[config.mk]
export PLATFORM = sky130hd
export DESIGN_NAME = inst_encoder_flat
export DESIGN_NICKNAME = d
export VERILOG_FILES = /design/src/rtl/inst_encoder_if.sv /design/src/rtl/inst_encoder.sv /design/src/flat_wrapper.sv
export SDC_FILE = /design/constraint.sdc
export NUM_CORES = 1
export LEC_CHECK = 0
export CAP_MARGIN = 20
export CORE_MARGIN = 2
export CORE_UTILIZATION = 48
export DETAILED_ROUTE_END_ITERATION = 6
export PLACE_DENSITY = 0.77
export SLEW_MARGIN = 25
export SYNTH_ARGS = -nofsm -noshare
export SYNTH_HDL_FRONTEND = slang
export SYNTH_SLANG_ARGS = --single-unit
[constraint.sdc]
create_clock -name clk -period 2.05 [get_ports clk]
set_input_delay 0.41 -clock clk [delete_from_list [all_inputs] [get_ports clk]]
set_output_delay 0.41 -clock clk [all_outputs]
set_load 0.005 [all_outputs]
[src/rtl/inst_encoder_if.sv]
// Field-bundle input stream and encoded-word output stream of inst_encoder.
// master = producer/consumer side, slave = encoder side.
interface inst_encoder_if;
    logic        in_valid;
    logic        in_ready;
    logic [11:0] in_code;
    logic [4:0]  in_rd;
    logic [4:0]  in_rs1;
    logic [4:0]  in_rs2;
    logic [31:0] in_imm;
    logic        out_valid;
    logic        out_ready;
    logic [31:0] out_inst;

    modport master (
        output in_valid, in_code, in_rd, in_rs1, in_rs2, in_imm, out_ready,
        input  in_ready, out_valid, out_inst
    );

    modport slave (
        input  in_valid, in_code, in_rd, in_rs1, in_rs2, in_imm, out_ready,
        output in_ready, out_valid, out_inst
    );
endinterface

[src/rtl/inst_encoder.sv]
// inst_encoder: streaming RV32I field-bundle to instruction-word encoder with output FIFO.
// Define INST_ENCODER_STRICT_EN to drop bundles whose immediate does not fit its format.
module inst_encoder #(
    parameter int FIFO_DEPTH = 4,
    parameter int ERR_CNT_W  = 8
) (
    input  logic                        clk,
    input  logic                        rst_n,
    input  logic                        flush,
    inst_encoder_if.slave               bus,
    output logic                        err_pulse,
    output logic [1:0]                  err_code,
    output logic [ERR_CNT_W-1:0]        err_cnt,
    output logic [$clog2(FIFO_DEPTH):0] fifo_level
);
    localparam int AW = $clog2(FIFO_DEPTH);
    localparam logic [AW:0]          DEPTH_L = (AW+1)'(FIFO_DEPTH);
    localparam logic [AW:0]          LVL_ONE = (AW+1)'(1);
    localparam logic [AW-1:0]        PTR_ONE = AW'(1);
    localparam logic [ERR_CNT_W-1:0] CNT_ONE = ERR_CNT_W'(1);

    localparam logic [6:0] OP_LUI    = 7'b0110111;
    localparam logic [6:0] OP_AUIPC  = 7'b0010111;
    localparam logic [6:0] OP_JAL    = 7'b1101111;
    localparam logic [6:0] OP_JALR   = 7'b1100111;
    localparam logic [6:0] OP_BRANCH = 7'b1100011;
    localparam logic [6:0] OP_LOAD   = 7'b0000011;
    localparam logic [6:0] OP_STORE  = 7'b0100011;
    localparam logic [6:0] OP_OPIMM  = 7'b0010011;
    localparam logic [6:0] OP_OP     = 7'b0110011;

    function automatic logic code_legal(input logic [11:0] code);
        logic [2:0] f3;
        logic       ok;
        f3 = code[9:7];
        case (code[6:0])
            OP_LUI, OP_AUIPC, OP_JAL: ok = 1'b1;
            OP_JALR:   ok = (f3 == 3'b000);
            OP_BRANCH: ok = (f3 != 3'b010) && (f3 != 3'b011);
            OP_LOAD:   ok = (f3 != 3'b011) && (f3 != 3'b110) && (f3 != 3'b111);
            OP_STORE:  ok = (f3 <= 3'b010);
            OP_OPIMM:  ok = !code[11];
            OP_OP:     ok = !code[10] && (!code[11] || (f3 == 3'b000) || (f3 == 3'b101));
            default:   ok = 1'b0;
        endcase
        return ok;
    endfunction

    function automatic logic [31:0] encode(input logic [11:0] code, input logic [4:0] rd,
                                           input logic [4:0] rs1, input logic [4:0] rs2,
                                           input logic [31:0] imm);
        logic [6:0]  op;
        logic [2:0]  f3;
        logic [31:0] w;
        op = code[6:0];
        f3 = code[9:7];
        case (op)
            OP_LUI, OP_AUIPC:  w = {imm[31:12], rd, op};
            OP_JAL:            w = {imm[20], imm[10:1], imm[11], imm[19:12], rd, op};
            OP_JALR, OP_LOAD:  w = {imm[11:0], rs1, f3, rd, op};
            OP_BRANCH:         w = {imm[12], imm[10:5], rs2, rs1, f3, imm[4:1], imm[11], op};
            OP_STORE:          w = {imm[11:5], rs2, rs1, f3, imm[4:0], op};
            OP_OPIMM: begin
                // funct3 001/101 are the shifts: shamt in [24:20], arith flag at bit 30
                if (f3[1:0] == 2'b01) begin
                    w = {1'b0, code[10], 5'b00000, imm[4:0], rs1, f3, rd, op};
                end else begin
                    w = {imm[11:0], rs1, f3, rd, op};
                end
            end
            OP_OP:             w = {1'b0, code[11], 5'b00000, rs2, rs1, f3, rd, op};
            default:           w = 32'd0;
        endcase
        return w;
    endfunction

`ifdef INST_ENCODER_STRICT_EN
    function automatic logic imm_fits(input logic [11:0] code, input logic [31:0] imm);
        logic ok;
        case (code[6:0])
            OP_LUI, OP_AUIPC:           ok = (imm[11:0] == 12'd0);
            OP_JAL:                     ok = !imm[0] && (imm[31:20] == {12{imm[20]}});
            OP_BRANCH:                  ok = !imm[0] && (imm[31:12] == {20{imm[12]}});
            OP_JALR, OP_LOAD, OP_STORE: ok = (imm[31:11] == {21{imm[11]}});
            OP_OPIMM: begin
                if (code[8:7] == 2'b01) begin
                    ok = (imm[31:5] == 27'd0);
                end else begin
                    ok = (imm[31:11] == {21{imm[11]}});
                end
            end
            default:                    ok = 1'b1;
        endcase
        return ok;
    endfunction
`endif

    logic [31:0]   enc_s;
    logic [1:0]    enc_err_s;
    logic          full_s, pop_s, retire_s, push_s, accept_s, drop_s;
    logic          s_valid_r;
    logic [31:0]   s_inst_r;
    logic [1:0]    s_err_r;
    logic [31:0]   mem_r [FIFO_DEPTH];
    logic [AW-1:0] wr_ptr_r, rd_ptr_r;
    logic [AW:0]   level_r;

    // Encode the incoming bundle and classify it; illegal code outranks a bad immediate.
    always_comb begin
        enc_s = encode(bus.in_code, bus.in_rd, bus.in_rs1, bus.in_rs2, bus.in_imm);
        if (!code_legal(bus.in_code)) begin
            enc_err_s = 2'b01;
`ifdef INST_ENCODER_STRICT_EN
        end else if (!imm_fits(bus.in_code, bus.in_imm)) begin
            enc_err_s = 2'b10;
`endif
        end else begin
            enc_err_s = 2'b00;
        end
    end

    // Stage retire and handshake; an erroneous stage entry never waits for FIFO space.
    always_comb begin
        full_s   = (level_r == DEPTH_L);
        pop_s    = bus.out_ready && (level_r != '0);
        retire_s = s_valid_r && ((s_err_r != 2'b00) || !full_s || pop_s);
        push_s   = retire_s && (s_err_r == 2'b00);
        drop_s   = retire_s && (s_err_r != 2'b00) && !flush;
        accept_s = bus.in_valid && (!s_valid_r || retire_s) && !flush;
    end

    assign bus.in_ready  = !s_valid_r || retire_s;
    assign bus.out_valid = (level_r != '0);
    assign bus.out_inst  = mem_r[rd_ptr_r];
    assign fifo_level    = level_r;

    // Stage register S holds the already-encoded word and its error class.
    always_ff @(posedge clk or negedge rst_n) begin
        if (!rst_n) begin
            s_valid_r <= 1'b0;
            s_inst_r  <= 32'd0;
            s_err_r   <= 2'b00;
        end else if (flush) begin
            s_valid_r <= 1'b0;
        end else if (accept_s) begin
            s_valid_r <= 1'b1;
            s_inst_r  <= enc_s;
            s_err_r   <= enc_err_s;
        end else if (retire_s) begin
            s_valid_r <= 1'b0;
        end
    end

    // Output FIFO; power-of-two depth lets the pointers wrap naturally.
    always_ff @(posedge clk or negedge rst_n) begin
        if (!rst_n) begin
            for (int i = 0; i < FIFO_DEPTH; i++) begin
                mem_r[i] <= 32'd0;
            end
            wr_ptr_r <= '0;
            rd_ptr_r <= '0;
            level_r  <= '0;
        end else if (flush) begin
            wr_ptr_r <= '0;
            rd_ptr_r <= '0;
            level_r  <= '0;
        end else begin
            if (push_s) begin
                mem_r[wr_ptr_r] <= s_inst_r;
                wr_ptr_r        <= wr_ptr_r + PTR_ONE;
            end
            if (pop_s) begin
                rd_ptr_r <= rd_ptr_r + PTR_ONE;
            end
            if (push_s && !pop_s) begin
                level_r <= level_r + LVL_ONE;
            end else if (pop_s && !push_s) begin
                level_r <= level_r - LVL_ONE;
            end
        end
    end

    // Dropped-bundle reporting; err_cnt survives flush and saturates.
    always_ff @(posedge clk or negedge rst_n) begin
        if (!rst_n) begin
            err_pulse <= 1'b0;
            err_code  <= 2'b00;
            err_cnt   <= '0;
        end else begin
            err_pulse <= drop_s;
            if (drop_s) begin
                err_code <= s_err_r;
                if (err_cnt != '1) begin
                    err_cnt <= err_cnt + CNT_ONE;
                end
            end
        end
    end
endmodule
[src/flat_wrapper.sv]
// flat-port wrapper written by rule: the top's interface ports become plain ports
module inst_encoder_flat 
#(
    parameter int FIFO_DEPTH = 4,
    parameter int ERR_CNT_W  = 8
)
  (clk, rst_n, flush, err_pulse, err_code, err_cnt, fifo_level, bus_in_valid, bus_in_code, bus_in_rd, bus_in_rs1, bus_in_rs2, bus_in_imm, bus_out_ready, bus_in_ready, bus_out_valid, bus_out_inst);
  inst_encoder_if bus_i ();
  input  logic clk;
  input  logic rst_n;
  input  logic flush;
  output logic err_pulse;
  output logic [1:0] err_code;
  output logic [ERR_CNT_W-1:0] err_cnt;
  output logic [$clog2(FIFO_DEPTH):0] fifo_level;
  input wire logic [$bits(bus_i.in_valid)-1:0] bus_in_valid;
  input wire logic [$bits(bus_i.in_code)-1:0] bus_in_code;
  input wire logic [$bits(bus_i.in_rd)-1:0] bus_in_rd;
  input wire logic [$bits(bus_i.in_rs1)-1:0] bus_in_rs1;
  input wire logic [$bits(bus_i.in_rs2)-1:0] bus_in_rs2;
  input wire logic [$bits(bus_i.in_imm)-1:0] bus_in_imm;
  input wire logic [$bits(bus_i.out_ready)-1:0] bus_out_ready;
  output wire logic [$bits(bus_i.in_ready)-1:0] bus_in_ready;
  output wire logic [$bits(bus_i.out_valid)-1:0] bus_out_valid;
  output wire logic [$bits(bus_i.out_inst)-1:0] bus_out_inst;
  assign bus_i.in_valid = bus_in_valid;
  assign bus_i.in_code = bus_in_code;
  assign bus_i.in_rd = bus_in_rd;
  assign bus_i.in_rs1 = bus_in_rs1;
  assign bus_i.in_rs2 = bus_in_rs2;
  assign bus_i.in_imm = bus_in_imm;
  assign bus_i.out_ready = bus_out_ready;
  assign bus_in_ready = bus_i.in_ready;
  assign bus_out_valid = bus_i.out_valid;
  assign bus_out_inst = bus_i.out_inst;
  inst_encoder #(.FIFO_DEPTH(FIFO_DEPTH), .ERR_CNT_W(ERR_CNT_W)) u_core (.clk(clk), .rst_n(rst_n), .flush(flush), .bus(bus_i), .err_pulse(err_pulse), .err_code(err_code), .err_cnt(err_cnt), .fifo_level(fifo_level));
endmodule
==> flow_metrics.py <==
metrics = {
    "logic_synthesis": {
        "seq_area_frac_synth_pct": 50.4,
        "syn_area_per_cell_um2": 15.1,
        "yosysWarnings": 0,
        "synth_cell_types": 57,
        "synth_edf_count": 0,
        "syn_inst": 588,
        "synth_nets": 658,
        "synth-async-reset-ratio_pct": 100,
        "ys_ff_latch": 179,
        "syn-cell-area_mm2": 0.00888,
        "synth_flop_cell": "dfrtp_1",
    },
    "detailed_routing": {
        "dr.pass1.iters": 7,
        "wire_per_inst_um": 21.7,
        "ant_nets": 0,
        "drt_iter0_drc": 431,
        "drc": 13,
        "viasPerCell": 5.69,
        "drt-total-wl_mm": 22.3,
        "vias": 5848,
    },
    "power": {
        "vdd_ir_drop_max_mv": 0.531,
        "total_power_mw": 9.16,
        "leakage_nw": 5.34,
        "power.density_mw_per_mm2": 799,
    },
    "cells_and_area": {
        "final_util_pct": 63.5,
        "layout.nets": 856,
        "insertedDiodeCount": 0,
        "final_layout_size_suffix_gt1_share_pct": 44.6,
        "areaGrowthSynthToFinish_pct": 29.2,
        "final_common_cell": "dfrtp_1",
        "layout_common_cells": "dfrtp_1, mux2_4, buf_4",
    },
    "grt": {
        "grt_pass1_vias": 6383,
        "grt_pass1_wl_mm": 36.2,
        "antenna_found_initial": 0,
        "grt_max_degree": 54,
        "grt.overflow.total": 0,
        "grtUsageTotal_pct": 23.8,
    },
    "setup_path": {
        "r2r-start": "u_core.fifo_level[1]$_DFFE_PN0P_",
        "path_max_fanout": 7,
        "cpPeakStageDelay_ns": 0.51,
        "arrival_ns": 1.85,
        "worstPathRequired_ns": 1.64,
        "start_kind": "flip-flop",
        "critPathLaunch": "u_core.rd_ptr_r[0]$_DFFE_PN0P_",
        "cp_slowest_cell": "mux4_2",
        "crit_chain": "buf_12 > buf_8 > mux4_2 > buf_2",
        "crit_path_end_kind": "output port",
        "worstSetupPathType": "reg2out",
    },
    "timing": {
        "clock_skew_ns": 0.00881,
        "tightest_slew_ns": 0.548,
        "slew_headroom_pct": 63.4,
        "maxSlewViolCount": 0,
        "period_needed_ns": 2.26,
        "holdWs_ns": 0.481,
        "rsz0062_at_grt": "yes",
        "setup_tns_ns": -5.42,
        "final_hold_viol_count": 0,
        "min_period_over_period_pct": 110,
        "setup_viol": 33,
        "fmax_mhz": 442,
        "fin_ws_ns": -0.210,
    },
    "floorplanning": {
        "dieArea_mm2": 0.0196,
        "start_util_pct": 49.1,
        "die_x_um": 140,
        "die_h_um": 140,
        "ios": 112,
        "floorplan.rows": 49,
        "coreArea_mm2": 0.0181,
    },
    "placed_design": {
        "io_buffer_count": 110,
        "dpl.hpwl_mm": 14.9,
        "gp_congestion": 0.884,
        "post-place-ws_ns": -0.506,
    },
    "outcome": {
        "outcome": "finished, violations left",
        "violations": "design-rule violations, negative setup slack",
    },
    "clock_tree": {
        "cts_tree": "yes",
        "htreeDepth": 4,
        "cts_buffer_depth": 2,
        "root_buffer": "clkbuf_16",
        "numClockSinks": 179,
        "numCtsBuffers": 17,
        "clock_latency_ns": 0.44,
        "cts.clk_slew.worst_paths_ns": 0.07,
    },
    "min_path": {
        "min_from": "u_core.err_code[0]$_DFFE_PN0P_",
        "hp-class": "reg2reg",
    },
    "job": {
        "cap_violations": 0,
    },
}
## timing repair
action	CTS	global route
endpoints found under the hold margin	47	0
setup endpoints to repair	37	172
pin swaps	5	1
gates resized for setup	158	19
buffers inserted	25	2
cloned	1	0
hold buffers	1	0
## layer usage
metal  share of wire (%)  global-route usage (%)  vias to the layer above
li1                    -                       -                     2557
met1                  44                    32.5                     3070
met2                  48                    38.6                      198
met3                 6.3                    6.12                       23
met4                 1.4                    6.17                        0
met5                   0                       0                        -
## synthesized netlist by cell type (all sizes together), types with 3 or more instances
master	n	area share [%]
nand3	8	0.45
and3	3	0.21
xnor2	7	0.77
nor2b	16	1.1
o31ai	3	0.25
mux2	131	22
clkbuf	12	0.51
a21oi	10	0.65
o21ai	14	0.79
nor2	23	1.0
buf	26	3.8
ha	5	0.70
xor2	7	0.69
inv	7	0.30
a221o	15	1.7
nor3	5	0.39
nand2	28	1.2
a21o	3	0.25
and2	6	0.42
a22oi	5	0.42
nor4	3	0.21
nand2b	7	0.49
a222oi	5	0.56
dfrtp	179	50
mux4	32	8.1
## logic make-up (layout without fill, tap and decap cells)
logic type	Yosys count	after routing	share of synthesized area [%]
flops	179	179	50.4
simple gates	111	111	6.77
xor+xnor	14	14	1.46
buf+inv	45	256	4.60
other cells	1	1	0.0422
mux	163	163	29.8
fa+ha+maj	6	6	0.929
compound gates	69	69	5.99
## final cells by class
type	count	area, um2
tap	229	287
fill	1274	6610
clock inverter	14	141
timing repair buffer	217	2020
inverter	7	26.3
multi-input combinational	364	4080
clock buffer	18	439
sequential	179	4480
## final timing paths
path                                               endpoint  slack (ns)  cells after the start
min in group asynchronous       u_core.mem_r[8]$_DFFE_PN0P_        0.50                      2
min                          u_core.err_code[0]$_DFFE_PN0P_        0.48                      1
max reg2reg                u_core.fifo_level[2]$_DFFE_PN0P_       -0.02                     10
min reg2reg                  u_core.err_code[0]$_DFFE_PN0P_        0.48                      1
max                                        bus_out_inst[13]       -0.21                      4
max in group asynchronous    u_core.s_inst_r[2]$_DFFE_PN0P_        0.93                      3
## critical path, delay by kind of cell (launching register included)
family	cells	cell delay, ns
buf+inv	3	0.42
flops	1	0.48
mux	1	0.51
## metrics by stage
step	cell area, um2	cells
3_3_place_gp	10700	969
5_1_grt	11500	1028
2_1_floorplan	8910	588
6_report	11500	1028
3_5_place_dp	10700	969
4_1_cts	11400	1027
## state kept, by name, indices dropped and copies added, names as in the netlist
| signal | cells |
|---|---|
| u_core.s_valid_r | 1 |
| u_core.mem_r | 128 |
| u_core.err_code | 1 |
| u_core.rd_ptr_r | 2 |
| u_core.fifo_level | 3 |
| u_core.s_err_r | 1 |
| u_core.wr_ptr_r | 2 |
| u_core.err_cnt | 8 |
| u_core.err_pulse | 1 |
| u_core.s_inst_r | 32 |
## power by group
part	total, mW	switching [mW]	internal [mW]
combinational	2.17	0.888	1.28
clock	3.19	1.54	1.65
sequential	3.81	0.162	3.65
No activity file was read; power rests on OpenSTA's default activity.
